<file path="src/rtl/sonic_cmd_pkg.sv">
// Shared definitions for the SoNIC command queue register block:
// register map, soft-reset key, command record layout and STATUS packing.
package sonic_cmd_pkg;

   // Register offsets on the PIO register bus
   localparam logic [7:0] REG_CMD_TYPE = 8'h00;
   localparam logic [7:0] REG_PARAM0   = 8'h01;
   localparam logic [7:0] REG_PARAM1   = 8'h02;
   localparam logic [7:0] REG_PARAM2   = 8'h03;
   localparam logic [7:0] REG_RESP_HI  = 8'h04;
   localparam logic [7:0] REG_RESP_LO  = 8'h05;
   localparam logic [7:0] REG_STATUS   = 8'h06;
   localparam logic [7:0] REG_DONE_CNT = 8'h07;

   // A CMD_TYPE write carrying this low half is a soft reset, not a command
   localparam logic [15:0] SOFT_RST_KEY = 16'hFFFF;

   // STATUS layout: {overflow, init, 14'b0, count[15:0]}
   localparam int STAT_OVF_BIT  = 31;
   localparam int STAT_INIT_BIT = 30;
   localparam int STAT_CNT_W    = 16;

   // One queued command; field order matches {type, p0, p1, p2, resp_hi, resp_lo}
   typedef struct packed {
      logic [31:0] cmd_type;
      logic [31:0] p0;
      logic [31:0] p1;
      logic [31:0] p2;
      logic [63:0] base_rc;
   } sonic_cmd_t;

   function automatic logic [31:0] pack_status(input logic ovf, input logic init_flag,
                                               input logic [STAT_CNT_W-1:0] cnt);
      logic [31:0] v;
      v = '0;
      v[STAT_OVF_BIT]  = ovf;
      v[STAT_INIT_BIT] = init_flag;
      v[STAT_CNT_W-1:0] = cnt;
      return v;
   endfunction

endpackage

</file>
<file path="src/rtl/sonic_cmd_queue_reg_fifo.sv">
// Show-ahead command FIFO. The head entry is presented combinationally and
// reads as all-zero while empty. A push into a full FIFO is accepted only
// when a pop happens on the same edge; otherwise it is dropped and flagged.
// Flush empties the FIFO and overrides any push or pop on that edge.
module sonic_cmd_fifo
   import sonic_cmd_pkg::*;
#(
   parameter int DEPTH = 4
) (
   input  logic                     clk_in,
   input  logic                     rstn,
   input  logic                     i_push,
   input  sonic_cmd_t               i_data,
   input  logic                     i_pop,
   input  logic                     i_flush,
   output sonic_cmd_t               o_head,
   output logic                     o_empty,
   output logic                     o_full,
   output logic [$clog2(DEPTH):0]   o_count,
   output logic                     o_push_ok,
   output logic                     o_drop
);

   localparam int PTR_W = $clog2(DEPTH);

   sonic_cmd_t         r_mem [DEPTH];
   logic [PTR_W-1:0]   r_wr_ptr;
   logic [PTR_W-1:0]   r_rd_ptr;
   logic [PTR_W:0]     r_count;

   logic w_empty;
   logic w_full;
   logic w_pop_ok;
   logic w_push_ok;

   assign w_empty   = (r_count == '0);
   assign w_full    = (r_count == (PTR_W+1)'(DEPTH));
   assign w_pop_ok  = i_pop && !w_empty && !i_flush;
   assign w_push_ok = i_push && !i_flush && (!w_full || w_pop_ok);

   assign o_empty   = w_empty;
   assign o_full    = w_full;
   assign o_count   = r_count;
   assign o_push_ok = w_push_ok;
   assign o_drop    = i_push && !i_flush && w_full && !w_pop_ok;
   assign o_head    = w_empty ? '0 : r_mem[r_rd_ptr];

   // Storage array: written at the tail on every accepted push
   always_ff @(posedge clk_in or negedge rstn) begin
      if (!rstn) begin
         for (int i = 0; i < DEPTH; i++) r_mem[i] <= '0;
      end else if (w_push_ok) begin
         r_mem[r_wr_ptr] <= i_data;
      end
   end

   // Pointers and occupancy; pointers wrap naturally since DEPTH is a power of 2
   always_ff @(posedge clk_in or negedge rstn) begin
      if (!rstn) begin
         r_wr_ptr <= '0;
         r_rd_ptr <= '0;
         r_count  <= '0;
      end else if (i_flush) begin
         r_wr_ptr <= '0;
         r_rd_ptr <= '0;
         r_count  <= '0;
      end else begin
         if (w_push_ok) r_wr_ptr <= r_wr_ptr + PTR_W'(1);
         if (w_pop_ok)  r_rd_ptr <= r_rd_ptr + PTR_W'(1);
         case ({w_push_ok, w_pop_ok})
            2'b10:   r_count <= r_count + (PTR_W+1)'(1);
            2'b01:   r_count <= r_count - (PTR_W+1)'(1);
            default: r_count <= r_count;
         endcase
      end
   end

endmodule

</file>
<file path="src/rtl/sonic_cmd_queue_reg.sv">
// SoNIC command register block. Host writes go through one input register
// (stage R) and all decode works on that stage. A CMD_TYPE write rings the
// doorbell and pushes the staged record into the command FIFO; the key value
// 0xFFFF in the low half instead soft-resets the block.
// Consumer handshake: the head is transferred on any clk_in edge where
// cmd_valid && cmd_ready; cmd_valid never depends on cmd_ready, and
// cmd_ready while cmd_valid is low has no effect.
module sonic_cmd_queue_reg
   import sonic_cmd_pkg::*;
#(
   parameter int DEPTH  = 4,
   parameter int ADDR_W = 8,
   parameter int CNT_W  = 32
) (
   input  logic              clk_in,
   input  logic              rstn,
   input  logic              prg_wrena,
   input  logic [31:0]       prg_wrdata,
   input  logic [ADDR_W-1:0] prg_addr,
   output logic [31:0]       prg_rddata,
   output logic              cmd_valid,
   input  logic              cmd_ready,
   output logic [31:0]       cmd_type,
   output logic [31:0]       cmd_param0,
   output logic [31:0]       cmd_param1,
   output logic [31:0]       cmd_param2,
   output logic [63:0]       cmd_base_rc,
   output logic              cmd_3dw_rcadd,
   input  logic              cmd_done,
   output logic              init,
   output logic              cmd_overflow
);

   localparam int FCNT_W = $clog2(DEPTH) + 1;

   // Stage R
   logic              r_wrena;
   logic [31:0]       r_wrdata;
   logic [ADDR_W-1:0] r_addr;

   // Staging and status state
   logic [31:0]       r_p0;
   logic [31:0]       r_p1;
   logic [31:0]       r_p2;
   logic [31:0]       r_resp_hi;
   logic [31:0]       r_resp_lo;
   logic [31:0]       r_last_type;
   logic              r_overflow;
   logic              r_init;
   logic [CNT_W-1:0]  r_done_cnt;
   logic [31:0]       r_rddata;

   logic              w_wr_type;
   logic              w_doorbell;
   logic              w_soft_rst;
   sonic_cmd_t        w_push_data;
   sonic_cmd_t        w_head;
   logic              w_empty;
   logic              w_full;
   logic [FCNT_W-1:0] w_count;
   logic              w_push_ok;
   logic              w_drop;
   logic [31:0]       w_rd_mux;

   assign w_wr_type  = r_wrena && (r_addr == ADDR_W'(REG_CMD_TYPE));
   assign w_doorbell = w_wr_type && (r_wrdata[15:0] != SOFT_RST_KEY);
   assign w_soft_rst = w_wr_type && (r_wrdata[15:0] == SOFT_RST_KEY);
   assign w_push_data = {r_wrdata, r_p0, r_p1, r_p2, r_resp_hi, r_resp_lo};

   // Register the host bus once; all decode happens on this stage
   always_ff @(posedge clk_in or negedge rstn) begin
      if (!rstn) begin
         r_wrena  <= 1'b0;
         r_wrdata <= '0;
         r_addr   <= '0;
      end else begin
         r_wrena  <= prg_wrena;
         r_wrdata <= prg_wrdata;
         r_addr   <= prg_addr;
      end
   end

   sonic_cmd_fifo #(.DEPTH(DEPTH)) u_fifo (
      .clk_in    (clk_in),
      .rstn      (rstn),
      .i_push    (w_doorbell),
      .i_data    (w_push_data),
      .i_pop     (cmd_ready),
      .i_flush   (w_soft_rst),
      .o_head    (w_head),
      .o_empty   (w_empty),
      .o_full    (w_full),
      .o_count   (w_count),
      .o_push_ok (w_push_ok),
      .o_drop    (w_drop)
   );

   // Staging registers; retained across pushes, cleared by soft reset
   always_ff @(posedge clk_in or negedge rstn) begin
      if (!rstn) begin
         r_p0      <= '0;
         r_p1      <= '0;
         r_p2      <= '0;
         r_resp_hi <= '0;
         r_resp_lo <= '0;
      end else if (w_soft_rst) begin
         r_p0      <= '0;
         r_p1      <= '0;
         r_p2      <= '0;
         r_resp_hi <= '0;
         r_resp_lo <= '0;
      end else if (r_wrena) begin
         if (r_addr == ADDR_W'(REG_PARAM0))  r_p0      <= r_wrdata;
         if (r_addr == ADDR_W'(REG_PARAM1))  r_p1      <= r_wrdata;
         if (r_addr == ADDR_W'(REG_PARAM2))  r_p2      <= r_wrdata;
         if (r_addr == ADDR_W'(REG_RESP_HI)) r_resp_hi <= r_wrdata;
         if (r_addr == ADDR_W'(REG_RESP_LO)) r_resp_lo <= r_wrdata;
      end
   end

   // Remember the most recent doorbell value for CMD_TYPE readback
   always_ff @(posedge clk_in or negedge rstn) begin
      if (!rstn)           r_last_type <= '0;
      else if (w_doorbell) r_last_type <= r_wrdata;
   end

   // Sticky overflow, init flag and completion counter
   always_ff @(posedge clk_in or negedge rstn) begin
      if (!rstn) begin
         r_overflow <= 1'b0;
         r_init     <= 1'b1;
         r_done_cnt <= '0;
      end else if (w_soft_rst) begin
         r_overflow <= 1'b0;
         r_init     <= 1'b1;
         r_done_cnt <= '0;
      end else begin
         if (w_drop)
            r_overflow <= 1'b1;
         else if (r_wrena && (r_addr == ADDR_W'(REG_STATUS)) && r_wrdata[STAT_OVF_BIT])
            r_overflow <= 1'b0;
         if (w_push_ok) r_init <= 1'b0;
         if (cmd_done)  r_done_cnt <= r_done_cnt + CNT_W'(1);
      end
   end

   // Read mux on the stage-R address; unmapped offsets read zero
   always_comb begin
      w_rd_mux = '0;
      case (r_addr)
         ADDR_W'(REG_CMD_TYPE): w_rd_mux = r_last_type;
         ADDR_W'(REG_PARAM0):   w_rd_mux = r_p0;
         ADDR_W'(REG_PARAM1):   w_rd_mux = r_p1;
         ADDR_W'(REG_PARAM2):   w_rd_mux = r_p2;
         ADDR_W'(REG_RESP_HI):  w_rd_mux = r_resp_hi;
         ADDR_W'(REG_RESP_LO):  w_rd_mux = r_resp_lo;
         ADDR_W'(REG_STATUS):   w_rd_mux = pack_status(r_overflow, r_init, STAT_CNT_W'(w_count));
         ADDR_W'(REG_DONE_CNT): w_rd_mux = 32'(r_done_cnt);
         default:               w_rd_mux = '0;
      endcase
   end

   // Registered read data, refreshed every clock
   always_ff @(posedge clk_in or negedge rstn) begin
      if (!rstn) r_rddata <= '0;
      else       r_rddata <= w_rd_mux;
   end

   assign prg_rddata    = r_rddata;
   assign cmd_valid     = !w_empty;
   assign cmd_type      = w_head.cmd_type;
   assign cmd_param0    = w_head.p0;
   assign cmd_param1    = w_head.p1;
   assign cmd_param2    = w_head.p2;
   assign cmd_base_rc   = w_head.base_rc;
   assign cmd_3dw_rcadd = (w_head.base_rc[63:32] == 32'd0);
   assign init          = r_init;
   assign cmd_overflow  = r_overflow;

   logic w_unused;
   assign w_unused = w_full;

endmodule

</file>
<file path="config.mk">
export PLATFORM = sky130hd
export DESIGN_NAME = sonic_cmd_queue_reg
export DESIGN_NICKNAME = d
export VERILOG_FILES = /design/src/rtl/sonic_cmd_pkg.sv /design/src/rtl/sonic_cmd_queue_reg_fifo.sv /design/src/rtl/sonic_cmd_queue_reg.sv
export SDC_FILE = /design/constraint.sdc
export NUM_CORES = 1
export LEC_CHECK = 0
export CORE_UTILIZATION = 40
export CTS_BUF_LIST = sky130_fd_sc_hd__clkbuf_8
export CTS_CLUSTER_SIZE = 16
export DETAILED_ROUTE_END_ITERATION = 8
export PLACE_DENSITY_LB_ADDON = 0.25
export SYNTH_ARGS = -nofsm -noshare
export SYNTH_HDL_FRONTEND = slang
export SYNTH_HIERARCHICAL = 1
export SYNTH_SLANG_ARGS = --single-unit
</file>
<file path="constraint.sdc">
create_clock -name clk_in -period 2.9 [get_ports clk_in]
set_input_delay 0.29 -clock clk_in [delete_from_list [all_inputs] [get_ports clk_in]]
set_output_delay 0.29 -clock clk_in [all_outputs]
set_load 0.01 [all_outputs]
</file>
==> key figures <==
Critical path
  – Type of the worst setup path: register to primary output
  – R2r setup slk: 0.04 ns
  – Reg-to-Reg Start: r_addr[5]
  – Slowest cell on the critical path: mux4_2
  – Worst-path cell chain: buf_12 > mux4_2 > nor2b_4 > nor4_2 > buf_4 > nand4_1 > nor2_1 > buf_2
  – Worst setup SP type: register
  – CP max stage delay: 0.50 ns
  – Worst Path Required: 2.61 ns
  – Capturing point of the worst reg2reg path: u_fifo/r_mem[100]
  – Crit path DAT: 3.13 ns
  – R2r worst-path depth: 6
  – Crit. End Element: primary output
  – CP Max Fanout: 6

STA
  – # setup viols final: 172
  – Rel. slew slack: 0.149
  – Final worst-path setup slack: -0.521 ns
  – Max Clk Rate: about 0.29 GHz
  – Worst Skew: 0.0542 ns
  – Final min period: between 3 and 4 ns
  – RSZ-0062 raised after global routing: true
  – Slew Limit Fails: 0
  – Period utilisation layout: 1.18
  – Worst slew pin tran: 1.26 ns
  – Final Hold Fails: 0

Floorplanning
  – I/O pin cnt: around 270
  – Core area: 126000 um2
  – Die Y: around 360 um
  – Starting Density: 0.404
  – Total Die Area: 129000 um2
  – Site Rows: 130
  – Die X: 359 um

Final layout
  – Util after Layout: 0.505
  – Filler Cell Count: about 11000
  – Share of cells above drive strength 1: 0.487
  – Fin nets: 4006
  – Area Overhead vs Synth: 24.8%

Global route
  – GRT Total Usage: 0.249
  – First-pass GRT wire length: 233 mm
  – Initial antenna violation count: 23
  – Total gr overflow: 0
  – Vias in the first global route: roughly 32000
  – Largest net degree at the start of global routing: between 70 and 80

Synth
  – Mean Syn Cell Area: 15.3 um2
  – Primary FF master, synth: dfrtp_1
  – Yosys warning total: 6
  – Syn nets: between 3000 and 4000
  – Asr flop ratio synth: 1.00
  – Synth cell types: 63
  – Gate Count Post-Synth: 3328
  – #FFs+latches synth: 1074
  – Netlist Area Pre-Place: 50900 um2
  – Post-synthesis sequential area ratio: 0.528
  – Post-synth EDFFs: 0

CTS
  – H-tree levels: 4
  – CTS tree: built
  – Clock latency on the worst-skew pair: 0.91 ns
  – CTS root buffer: clkbuf_8
  – Clock sink total: 1074
  – Clk slew on worst S/H paths: 0.06 ns
  – Clock buffer depth: 3
  – TritonCTS Buffers: approximately 180

Power and ir drop
  – Peak VDD IR: 0.738 mV
  – Static Leak: ~30 nW
  – Power per cell area: 643 nW/um2
  – Total power: 40.9 mW

Routing
  – DRT Wirelength: 162 mm
  – Via count: 31900
  – Vias per cell: 5.55
  – DRT iter0 DRCs: 2901
  – Post-route ant nets: 0
  – Pre-Repair DR Iteration Count: 6
  – DRC viols: 0
  – Wire per inst: 28.1 um

Outcome
  – Outcome: complete, but fails checks
  – Failing checks: negative setup slack

Place
  – Worst slack, placed: -0.211 ns
  – GPL Wtd Cong: 0.963
  – IO Port Bufs: 272
  – Post-DP HPWL: 99.5 mm

Min path
  – Worst Hold End: r_wrdata[5]
  – Hold Crit Class: input port to register
  – Hold depth: 1
  – HP Start: prg_wrdata[5]

Flow run
  – Max-capacitance violation count: 0
worst max-delay path: cells and delay by family (launching register included):
| kind | cells | cell delay, ns |
|---|---|---|
| muxes | 1 | 0.50 |
| DFF | 1 | 0.49 |
| buffers and inverters | 3 | 0.47 |
| and+or+nand+nor | 4 | 0.76 |
state kept, by name, summed over array words and instances (netlist names), 2 cells and up:
signal and count:
r_wrdata 32, r_last_type 32, r_resp_hi 32, r_done_cnt 32
u_fifo/o_count 3, prg_rddata 32, r_resp_lo 32, u_fifo/r_mem 768
r_p0 32, u_fifo/r_rd_ptr 2, u_fifo/r_wr_ptr 2, r_p1 32
r_addr 8, r_p2 32
report_power, final:
group	total, mW	switching [mW]	internal (mW)	leakage (nW)
Sequential	15.9	0.578	15.3	14.8
Combinational	11.0	5.53	5.50	12.7
Clock	14.0	6.53	7.45	2.13
cell type report:
| cell class | instances | area (um2) | share of cell area |
|---|---|---|---|
| diodes | 3 | 7.51 | 0.000118 |
| clock buffers | 238 | 3280 | 0.0516 |
| clock inverters | 89 | 478 | 0.00752 |
| inverters | 10 | 37.5 | 0.000591 |
| multi-input cells | 2000 | 23300 | 0.367 |
| flip-flops and latches | 1074 | 26900 | 0.423 |
| well taps | 1650 | 2060 | 0.0325 |
| repair buffers | 685 | 7460 | 0.118 |
per-layer routing:
layer  track usage  up-vias  part of all wire
li1              -    13400                 -
met1         0.362    17000              0.45
met2         0.369     1231              0.45
met3        0.0552      233             0.078
met4        0.0753       12             0.026
met5             0        -           0.00051
cell families after synthesis:
family,share of synthesized area
DFF,0.528
and+or+nand+nor,0.0642
adders and majority gates,0.00162
xor gates and xnor gates,0.00293
buffers and inverters,0.0324
AOI/OAI and AO/OA,0.0396
muxes,0.331
synth_stat cells (3+ instances only):
cell type,number,area [um2]
dfrtp_1,1073,26900
mux2_4,720,10800
nor2b_1,197,1230
mux4_2,193,4350
nand2_1,179,672
a21oi_1,114,571
mux2_2,90,1010
nor2_1,87,327
buf_6,80,901
clkbuf_1,79,297
buf_2,69,345
mux2i_1,67,671
a22oi_1,62,465
nand3_1,46,230
a22o_1,30,263
a221o_1,26,260
o22ai_1,26,163
nand4_1,23,144
buf_1,14,52.6
o31ai_1,13,97.6
or4_1,13,97.6
xor2_1,12,105
nor4_1,11,68.8
inv_1,10,37.5
and3_1,8,50.1
and2_1,7,43.8
or3_1,7,43.8
o21ai_0,6,30.0
ha_1,5,62.6
o221ai_1,5,43.8
xnor2_1,5,43.8
and4bb_4,4,65.1
a31oi_1,3,18.8
nand3b_1,3,22.5
stage by stage:
stage / setup TNS [ns] / area [um2] / hold slack (ns) / cells
floorplan: 0 / 50900 / -0.00559 / 3328
global placement: -0.229 / 56100 / 0.281 / 5196
detailed placement: -0.211 / 56100 / 0.276 / 5196
CTS: -61.63 / 61800 / 0.0225 / 5655
global route: -65.03 / 63500 / 0.00446 / 5749
finish: -50.96 / 63500 / 0.0267 / 5749
worst max-delay path by stage:
stage,start,depth (start not counted),endpoint
after global placement,u_fifo/r_rd_ptr[0],8,cmd_3dw_rcadd
final,u_fifo/r_rd_ptr[0],8,cmd_3dw_rcadd
after floorplan,r_addr[5],11,u_fifo/o_count[2]
after CTS,u_fifo/r_rd_ptr[0],9,cmd_3dw_rcadd
after global routing,u_fifo/r_rd_ptr[0],8,cmd_3dw_rcadd
after detailed placement,u_fifo/r_rd_ptr[0],8,cmd_3dw_rcadd
cells in the final DEF, fill, tap and decap left out, types with 25 or more instances in the layout:
cell type / count
mux4_2: 193
dfrtp_1: 1071
a21oi_1: 114
a22o_1: 30
mux2_4: 720
buf_2: 48
a221o_1: 26
buf_4: 163
mux2i_1: 67
nor2b_4: 112
clkinv_2: 25
nor2b_1: 79
buf_12: 65
a22oi_1: 62
mux2_2: 90
inv_1: 59
clkbuf_8: 238
nand3_1: 45
buf_6: 198
dlygate4sd3_1: 40
clkdlybuf4s50_1: 79
nor2_1: 87
o22ai_1: 26
clkbuf_2: 38
nand2_1: 179
what timing repair did:
item / CTS / global route
pin swaps: 3 / 10
setup buffers: 69 / 99
endpoints found under the setup margin: 194 / 202
hold buffers: 41 / 0
hold endpoints to repair: 922 / 0
gates resized for setup: 791 / 434
cloned: 22 / 9
(Power assumes the default switching activity.)
